**config.mk**
```make
export PLATFORM = sky130hd
export DESIGN_NAME = prog_sequence_detector_flat
export DESIGN_NICKNAME = d
export VERILOG_FILES = /design/src/rtl/prog_sequence_detector_pkg.sv /design/src/rtl/prog_sequence_detector_if.sv /design/src/rtl/prog_sequence_detector_seq_next_state.sv /design/src/rtl/prog_sequence_detector.sv /design/src/flat_wrapper.sv
export SDC_FILE = /design/constraint.sdc
export NUM_CORES = 1
export LEC_CHECK = 0
export ABC_AREA = 0
export CAP_MARGIN = 25
export CORE_MARGIN = 3
export CORE_UTILIZATION = 48
export DETAILED_ROUTE_END_ITERATION = 8
export PLACE_DENSITY = 0.76
export SLEW_MARGIN = 20
export SYNTH_ARGS = -nofsm -noshare
export SYNTH_HDL_FRONTEND = slang
export SYNTH_HIERARCHICAL = 1
export SYNTH_SLANG_ARGS = --single-unit
```
**constraint.sdc**
```tcl
create_clock -name clock -period 3 [get_ports clock]
set_input_delay 0.6 -clock clock [delete_from_list [all_inputs] [get_ports clock]]
set_output_delay 0.6 -clock clock [all_outputs]
set_load 0.05 [all_outputs]
```
**src/rtl/prog_sequence_detector_pkg.sv**
```systemverilog
// prog_seq_pkg: shared defaults, width helpers and the pattern-border function for the sequence detector.
package prog_seq_pkg;
  localparam int MAX_W = 8;
  localparam int MAX_N = 8;
  localparam int DEF_W = 2;
  localparam int DEF_N = 3;
  localparam int DEF_CNT_W = 8;
  localparam logic [DEF_W*DEF_N-1:0] DEF_PAT = {2'b10, 2'b01, 2'b11};
  localparam int DEF_LEN = DEF_N;
  function automatic int addr_w(int n);
    return n > 1 ? $clog2(n) : 1;
  endfunction
  function automatic int len_w(int n);
    return $clog2(n + 1);
  endfunction
  localparam int DEF_AW = addr_w(DEF_N);
  localparam int DEF_LW = len_w(DEF_N);
  typedef logic [MAX_N*MAX_W-1:0] wide_pat_t;
  // Symbols sit at a MAX_W stride, zero-extended, so any W <= MAX_W and N <= MAX_N fits.
  function automatic int border(wide_pat_t p, int len);
    int res;
    logic ok;
    res = 0;
    for (int b = 1; b < MAX_N; b++) begin
      ok = b < len;
      for (int i = 0; i < MAX_N - 1; i++)
        if (ok && i < b && p[i*MAX_W +: MAX_W] != p[(len-b+i)*MAX_W +: MAX_W]) ok = 1'b0;
      if (ok) res = b;
    end
    return res;
  endfunction
endpackage

```
**src/rtl/prog_sequence_detector_if.sv**
```systemverilog
// prog_sequence_detector_if: symbol stream, pattern programming and match outputs of the detector.
interface prog_sequence_detector_if
  import prog_seq_pkg::*;
#(
  parameter int W = DEF_W,
  parameter int N = DEF_N,
  parameter int CNT_W = DEF_CNT_W
);
  localparam int AW = addr_w(N);
  localparam int LW = len_w(N);
  logic [W-1:0] x;
  logic x_valid;
  logic overlap;
  logic pat_we;
  logic [AW-1:0] pat_addr;
  logic [W-1:0] pat_symbol;
  logic len_we;
  logic [LW-1:0] pat_len_in;
  logic cnt_clr;
  logic z;
  logic z_q;
  logic [CNT_W-1:0] match_count;
  logic [AW-1:0] state;
  modport master (
    output x, x_valid, overlap, pat_we, pat_addr, pat_symbol, len_we, pat_len_in, cnt_clr,
    input z, z_q, match_count, state
  );
  modport slave (
    input x, x_valid, overlap, pat_we, pat_addr, pat_symbol, len_we, pat_len_in, cnt_clr,
    output z, z_q, match_count, state
  );
endinterface

```
**src/rtl/prog_sequence_detector_seq_next_state.sv**
```systemverilog
// seq_next_state: combinational next matched-prefix length, covering extension, mismatch fallback and overlap.
module seq_next_state
  import prog_seq_pkg::*;
#(
  parameter int W = DEF_W,
  parameter int N = DEF_N,
  localparam int AW = addr_w(N),
  localparam int LW = len_w(N)
) (
  input  logic [N*W-1:0] pat,
  input  logic [LW-1:0]  len,
  input  logic [AW-1:0]  state,
  input  logic [W-1:0]   x,
  input  logic           overlap,
  input  logic           hit,
  output logic [AW-1:0]  nxt
);
  wide_pat_t pat_ext;
  int brd;
  int f;
  logic ok;
  always_comb begin
    pat_ext = '0;
    for (int j = 0; j < N; j++) pat_ext[j*MAX_W +: MAX_W] = MAX_W'(pat[j*W +: W]);
  end
  assign brd = border(pat_ext, int'(len));
  // Largest k whose prefix equals the tail of (pat[0..state-1], x); the last symbol is compared against x directly.
  always_comb begin
    f = 0;
    ok = 1'b0;
    for (int k = 1; k < N; k++) begin
      ok = k < int'(len) && k <= int'(state) + 1 && pat[(k-1)*W +: W] == x;
      for (int i = 0; i < N - 1; i++)
        if (ok && i < k - 1 && pat[i*W +: W] != pat[(int'(state)+1-k+i)*W +: W]) ok = 1'b0;
      if (ok) f = k;
    end
  end
  assign nxt = hit ? (overlap ? AW'(brd) : '0) : AW'(f);
endmodule

```
**src/rtl/prog_sequence_detector.sv**
```systemverilog
// prog_sequence_detector: Mealy detector for a runtime-programmable symbol sequence with a saturating match counter.
module prog_sequence_detector
  import prog_seq_pkg::*;
#(
  parameter int W = DEF_W,
  parameter int N = DEF_N,
  parameter int CNT_W = DEF_CNT_W,
  parameter logic [W*N-1:0] DEFAULT_PAT = DEF_PAT,
  parameter int DEFAULT_LEN = N
) (
  input logic clock,
  input logic reset,
  prog_sequence_detector_if.slave bus
);
  localparam int AW = addr_w(N);
  localparam int LW = len_w(N);
  logic [N*W-1:0] pat;
  logic [LW-1:0] len;
  logic [AW-1:0] st, nxt;
  logic [CNT_W-1:0] cnt;
  logic zq, z, cfg;
  assign cfg = bus.pat_we | bus.len_we;
  assign z = bus.x_valid & ~cfg & (int'(st) == int'(len) - 1) & (bus.x == pat[(int'(len)-1)*W +: W]);
  seq_next_state #(.W(W), .N(N)) u_next (
    .pat(pat), .len(len), .state(st), .x(bus.x), .overlap(bus.overlap), .hit(z), .nxt(nxt)
  );
  always_ff @(posedge clock or posedge reset) begin
    if (reset) begin
      pat <= DEFAULT_PAT;
      len <= LW'(DEFAULT_LEN);
      st <= '0;
      zq <= 1'b0;
      cnt <= '0;
    end else begin
      zq <= z;
      cnt <= bus.cnt_clr ? '0 : cnt + CNT_W'(z && cnt != '1);
      // Any config write restarts matching so state can never reach the new length.
      if (cfg) begin
        st <= '0;
        if (bus.pat_we && int'(bus.pat_addr) < N) pat[int'(bus.pat_addr)*W +: W] <= bus.pat_symbol;
        if (bus.len_we && bus.pat_len_in != '0 && int'(bus.pat_len_in) <= N) len <= bus.pat_len_in;
      end else if (bus.x_valid) begin
        st <= nxt;
      end
    end
  end
  assign bus.z = z;
  assign bus.z_q = zq;
  assign bus.match_count = cnt;
  assign bus.state = st;
endmodule

```
**src/flat_wrapper.sv**
```systemverilog
// flat-port wrapper written by rule: the top's interface ports become plain ports
module prog_sequence_detector_flat import prog_seq_pkg::*;
#(
  parameter int W = DEF_W,
  parameter int N = DEF_N,
  parameter int CNT_W = DEF_CNT_W,
  parameter logic [W*N-1:0] DEFAULT_PAT = DEF_PAT,
  parameter int DEFAULT_LEN = N
)
  (clock, reset, bus_x, bus_x_valid, bus_overlap, bus_pat_we, bus_pat_addr, bus_pat_symbol, bus_len_we, bus_pat_len_in, bus_cnt_clr, bus_z, bus_z_q, bus_match_count, bus_state);
  prog_sequence_detector_if #(.W(W), .N(N), .CNT_W(CNT_W)) bus_i ();
  input logic clock;
  input logic reset;
  input wire logic [$bits(bus_i.x)-1:0] bus_x;
  input wire logic [$bits(bus_i.x_valid)-1:0] bus_x_valid;
  input wire logic [$bits(bus_i.overlap)-1:0] bus_overlap;
  input wire logic [$bits(bus_i.pat_we)-1:0] bus_pat_we;
  input wire logic [$bits(bus_i.pat_addr)-1:0] bus_pat_addr;
  input wire logic [$bits(bus_i.pat_symbol)-1:0] bus_pat_symbol;
  input wire logic [$bits(bus_i.len_we)-1:0] bus_len_we;
  input wire logic [$bits(bus_i.pat_len_in)-1:0] bus_pat_len_in;
  input wire logic [$bits(bus_i.cnt_clr)-1:0] bus_cnt_clr;
  output wire logic [$bits(bus_i.z)-1:0] bus_z;
  output wire logic [$bits(bus_i.z_q)-1:0] bus_z_q;
  output wire logic [$bits(bus_i.match_count)-1:0] bus_match_count;
  output wire logic [$bits(bus_i.state)-1:0] bus_state;
  assign bus_i.x = bus_x;
  assign bus_i.x_valid = bus_x_valid;
  assign bus_i.overlap = bus_overlap;
  assign bus_i.pat_we = bus_pat_we;
  assign bus_i.pat_addr = bus_pat_addr;
  assign bus_i.pat_symbol = bus_pat_symbol;
  assign bus_i.len_we = bus_len_we;
  assign bus_i.pat_len_in = bus_pat_len_in;
  assign bus_i.cnt_clr = bus_cnt_clr;
  assign bus_z = bus_i.z;
  assign bus_z_q = bus_i.z_q;
  assign bus_match_count = bus_i.match_count;
  assign bus_state = bus_i.state;
  prog_sequence_detector #(.W(W), .N(N), .CNT_W(CNT_W), .DEFAULT_PAT(DEFAULT_PAT), .DEFAULT_LEN(DEFAULT_LEN)) u_core (.clock(clock), .reset(reset), .bus(bus_i));
endmodule
```
==> out/results.txt <==
average size of a mapped cell - 9.26 um2
Post-synth EDFFs - 0
total grt overflow - 0
YS warnings - 6
clock tree buffer depth - 2
Mapped Cells - 176
Final period util - 105%
Final Critical Period - 3.15 ns
Pins Over Slew Limit - 0
Max stage delay cell, worst path - dfstp_2
Syn Nets - 204
Post-synth ARST share - 100%
Synth area leader - dfrtp_1
Hold Crit Class - reg -> reg
DR vias/cell - 6.22
CP max FO - 6
area delta synth->final - 28.8%
hold_ws - 0.548 ns
CTS HTree Levels - 1
detailed router's first-iteration violation count - 129
Yosys top cell area share - 20.0%
GPL Wtd Cong - 0.856
io pins - 27
core box area - 0.00315 mm2
Leakage Power - 0.000864 uW
number of cell rows - 20
worst setup margin - -0.147 ns
Fin. Hold Viols - 0
Max-Cap Viols - 0
WL per Instance - 16.9 um
Cell Area, Placed - 0.00199 mm2
antenna-violating nets left - 0
VDD IR max - 0.251 mV
via count - 1593
measured slew at the worst slew-check pin - 0.719 ns
drt drc - 0
Synth Register Bits - 19
mapped cell area - 0.00163 mm2
Worst EP arrival - 2.55 ns
clk_skew - 0.00266 ns
pre-CTS setup slack - -0.0835 ns
status - finished with violations
Final setup viols - 3
count of cell types in the netlist - 49
1st-pass router iterations - 6
clock sink total - 19
first-pass GRT wire length - 7.23 mm
setup_tns - -0.294 ns
DIE WIDTH - 64.3 um
worst skew pair latency - 0.31 ns
Top FF cell, synth - dfrtp_1
failing checks - negative setup slack
Crit Path Class - reg -> out
total CTS buffers - 3
Tot GR Track Use - 22.0%
Cell Chain, Critical Path - inv_2, ha_4, and3b_2, or4_4, a221oi_4, buf_6, buf_12
Die Ht - 64.3 um
post-synthesis sequential area ratio - 29.6%
initial antenna violation count - 0
Synth area leaders - dfrtp_1 20%, ha_1 10%, dfstp_2 9.7%, o21ai_0 3.4%, xor2_1 3.2%
PortBufs - 26
Initial Utilization - 51.7%
post-route cell area - 0.00210 mm2
startpoint types - flop
crit-path max cell delay - 0.56 ns
P per Cell Area - 316 mW/mm2
setup repair after global routing missed its margin - yes
share of cells above drive strength 1 - 21.2%
Clk pin slew, worst setup/hold paths - 0.12 ns
CTS root buffer - clkbuf_4
Critical Path End Type - output port
Slew HR - 52.0%
vias in the first global route - 1594
routed wire length - 4.33 mm
# diodes - 0
worst path required time - 2.40 ns
fin nets - 241
largest net degree at the start of global routing - 22
die area - 0.00413 mm2
CTS tree - built
FMAX - 0.318 GHz
Post-DP HPWL - 3.20 mm
[metal layers]
metal | GRT usage [%] | wire length [um] | vias up | share of wire, %
li1 | - | - | 732 | -
met3 | 3.34 | 228 | 13 | 5.3
met4 | 7.39 | 95 | 0 | 2.2
met2 | 39.4 | 2200 | 59 | 51
met5 | 0 | 0 | - | 0
met1 | 26.6 | 1810 | 789 | 42
[area by class of cell]
type / instances / area (um2)
Sequential cell: 19 / 483
Clock buffer: 3 / 22.5
Tap cell: 44 / 55.1
Fill cell: 268 / 1050
Inverter: 12 / 45.0
Multi-Input combinational cell: 137 / 1100
Clock inverter: 1 / 7.51
Timing Repair Buffer: 40 / 387
[registers in the layout, indices dropped and copies added (netlist names)]
signal / flops
u_core/bus.match_count: 8
u_core/bus.state: 2
u_core/bus.z_q: 1
u_core/len: 2
u_core/pat: 6
[kinds of logic (layout without fill, tap and decap cells)]
logic type      count (synthesis)  after routing  synth area share [%]
xor+xnor                        9              9                  4.84
simple gates                   64             64                  25.7
buf+inv                        20             56                  6.68
fa+ha+maj                      13             13                  9.98
mux                             4              4                  2.46
compound gates                 47             47                  20.7
flops                          19             19                  29.6
[placed cells by master, fill, tap and decap left out, drive strengths merged, types with 3 or more instances in the layout]
cell	instances
xnor2	3
or3	4
nor4b	3
nand3b	6
o31ai	6
dfrtp	13
o21ai	11
nor2b	6
o22ai	3
xor2	6
a21oi	7
and3b	3
a22o	3
nand3	6
nand2	10
clkbuf	3
ha	13
inv	12
clkdlybuf4s50	25
mux2i	4
nand4	3
nor3	7
buf	15
or4	3
nor2	6
a2bb2oi	3
dfstp	6
[power by group]
part	total [uW]	internal (uW)	switching [uW]	leakage (uW)
Combinational	233	116	117	0.000607
Sequential	288	271	17.1	0.000243
Clock	144	51.0	92.8	0.0000139
[metrics by stage]
step | util (%) | total power, uW | cells
2_1_floorplan | - | 439 | 176
3_3_place_gp | 63.1 | 486 | 247
3_5_place_dp | 63.1 | 493 | 247
4_1_cts | 65.4 | 642 | 256
5_1_grt | 66.6 | 701 | 256
6_report | 66.6 | 664 | 256
[worst paths after layout]
kind / startpoint / endpoint / slack (ns) / depth (start not counted)
min in group asynchronous: reset / u_core/bus.match_count[3]$_DFF_PP0_ / 0.68 / 2
setup reg to reg: u_core/len[1]$_DFFE_PP1P_ / u_core/bus.state[0]$_DFFE_PP0P_ / -0.13 / 11
setup / recovery: u_core/len[1]$_DFFE_PP1P_ / bus_z / -0.15 / 7
max in group asynchronous: reset / u_core/bus.state[0]$_DFFE_PP0P_ / 1.87 / 2
hold / removal: u_core/pat[5]$_DFFE_PP1P_ / u_core/pat[5]$_DFFE_PP1P_ / 0.55 / 2
hold reg to reg: u_core/pat[5]$_DFFE_PP1P_ / u_core/pat[5]$_DFFE_PP1P_ / 0.55 / 2
[worst max-delay path: cells and delay by family, from the launching register on]
kind	cells	cell delay [ns]
AND/OR/NAND/NOR	2	0.72
flip-flops	1	0.56
AO/OA/AOI/OAI	1	0.33
buffers and inverters	3	0.32
adder cells (fa/ha/maj)	1	0.29
[what timing repair did]
action / in CTS / in global routing
resized for setup: 3 / 8
setup endpoints to repair: 3 / 7
setup buffers: 5 / 0
pin swaps: 4 / 3
hold buffers: 0 / 0
[cells in the mapped netlist, drive strengths merged (2+ instances only)]
cell type,count
dfrtp,13
ha,13
inv,12
o21ai,11
nand2,10
a21oi,7
buf,7
nor3,7
dfstp,6
nand3,6
nand3b,6
nor2,6
nor2b,6
o31ai,6
xor2,6
mux2i,4
or3,4
a22o,3
a2bb2oi,3
and3b,3
nand4,3
nor4b,3
o22ai,3
or4,3
xnor2,3
a21o,2
a221oi,2
and4b,2
and4bb,2
o21a,2
No activity file was read; power rests on OpenSTA's default activity.
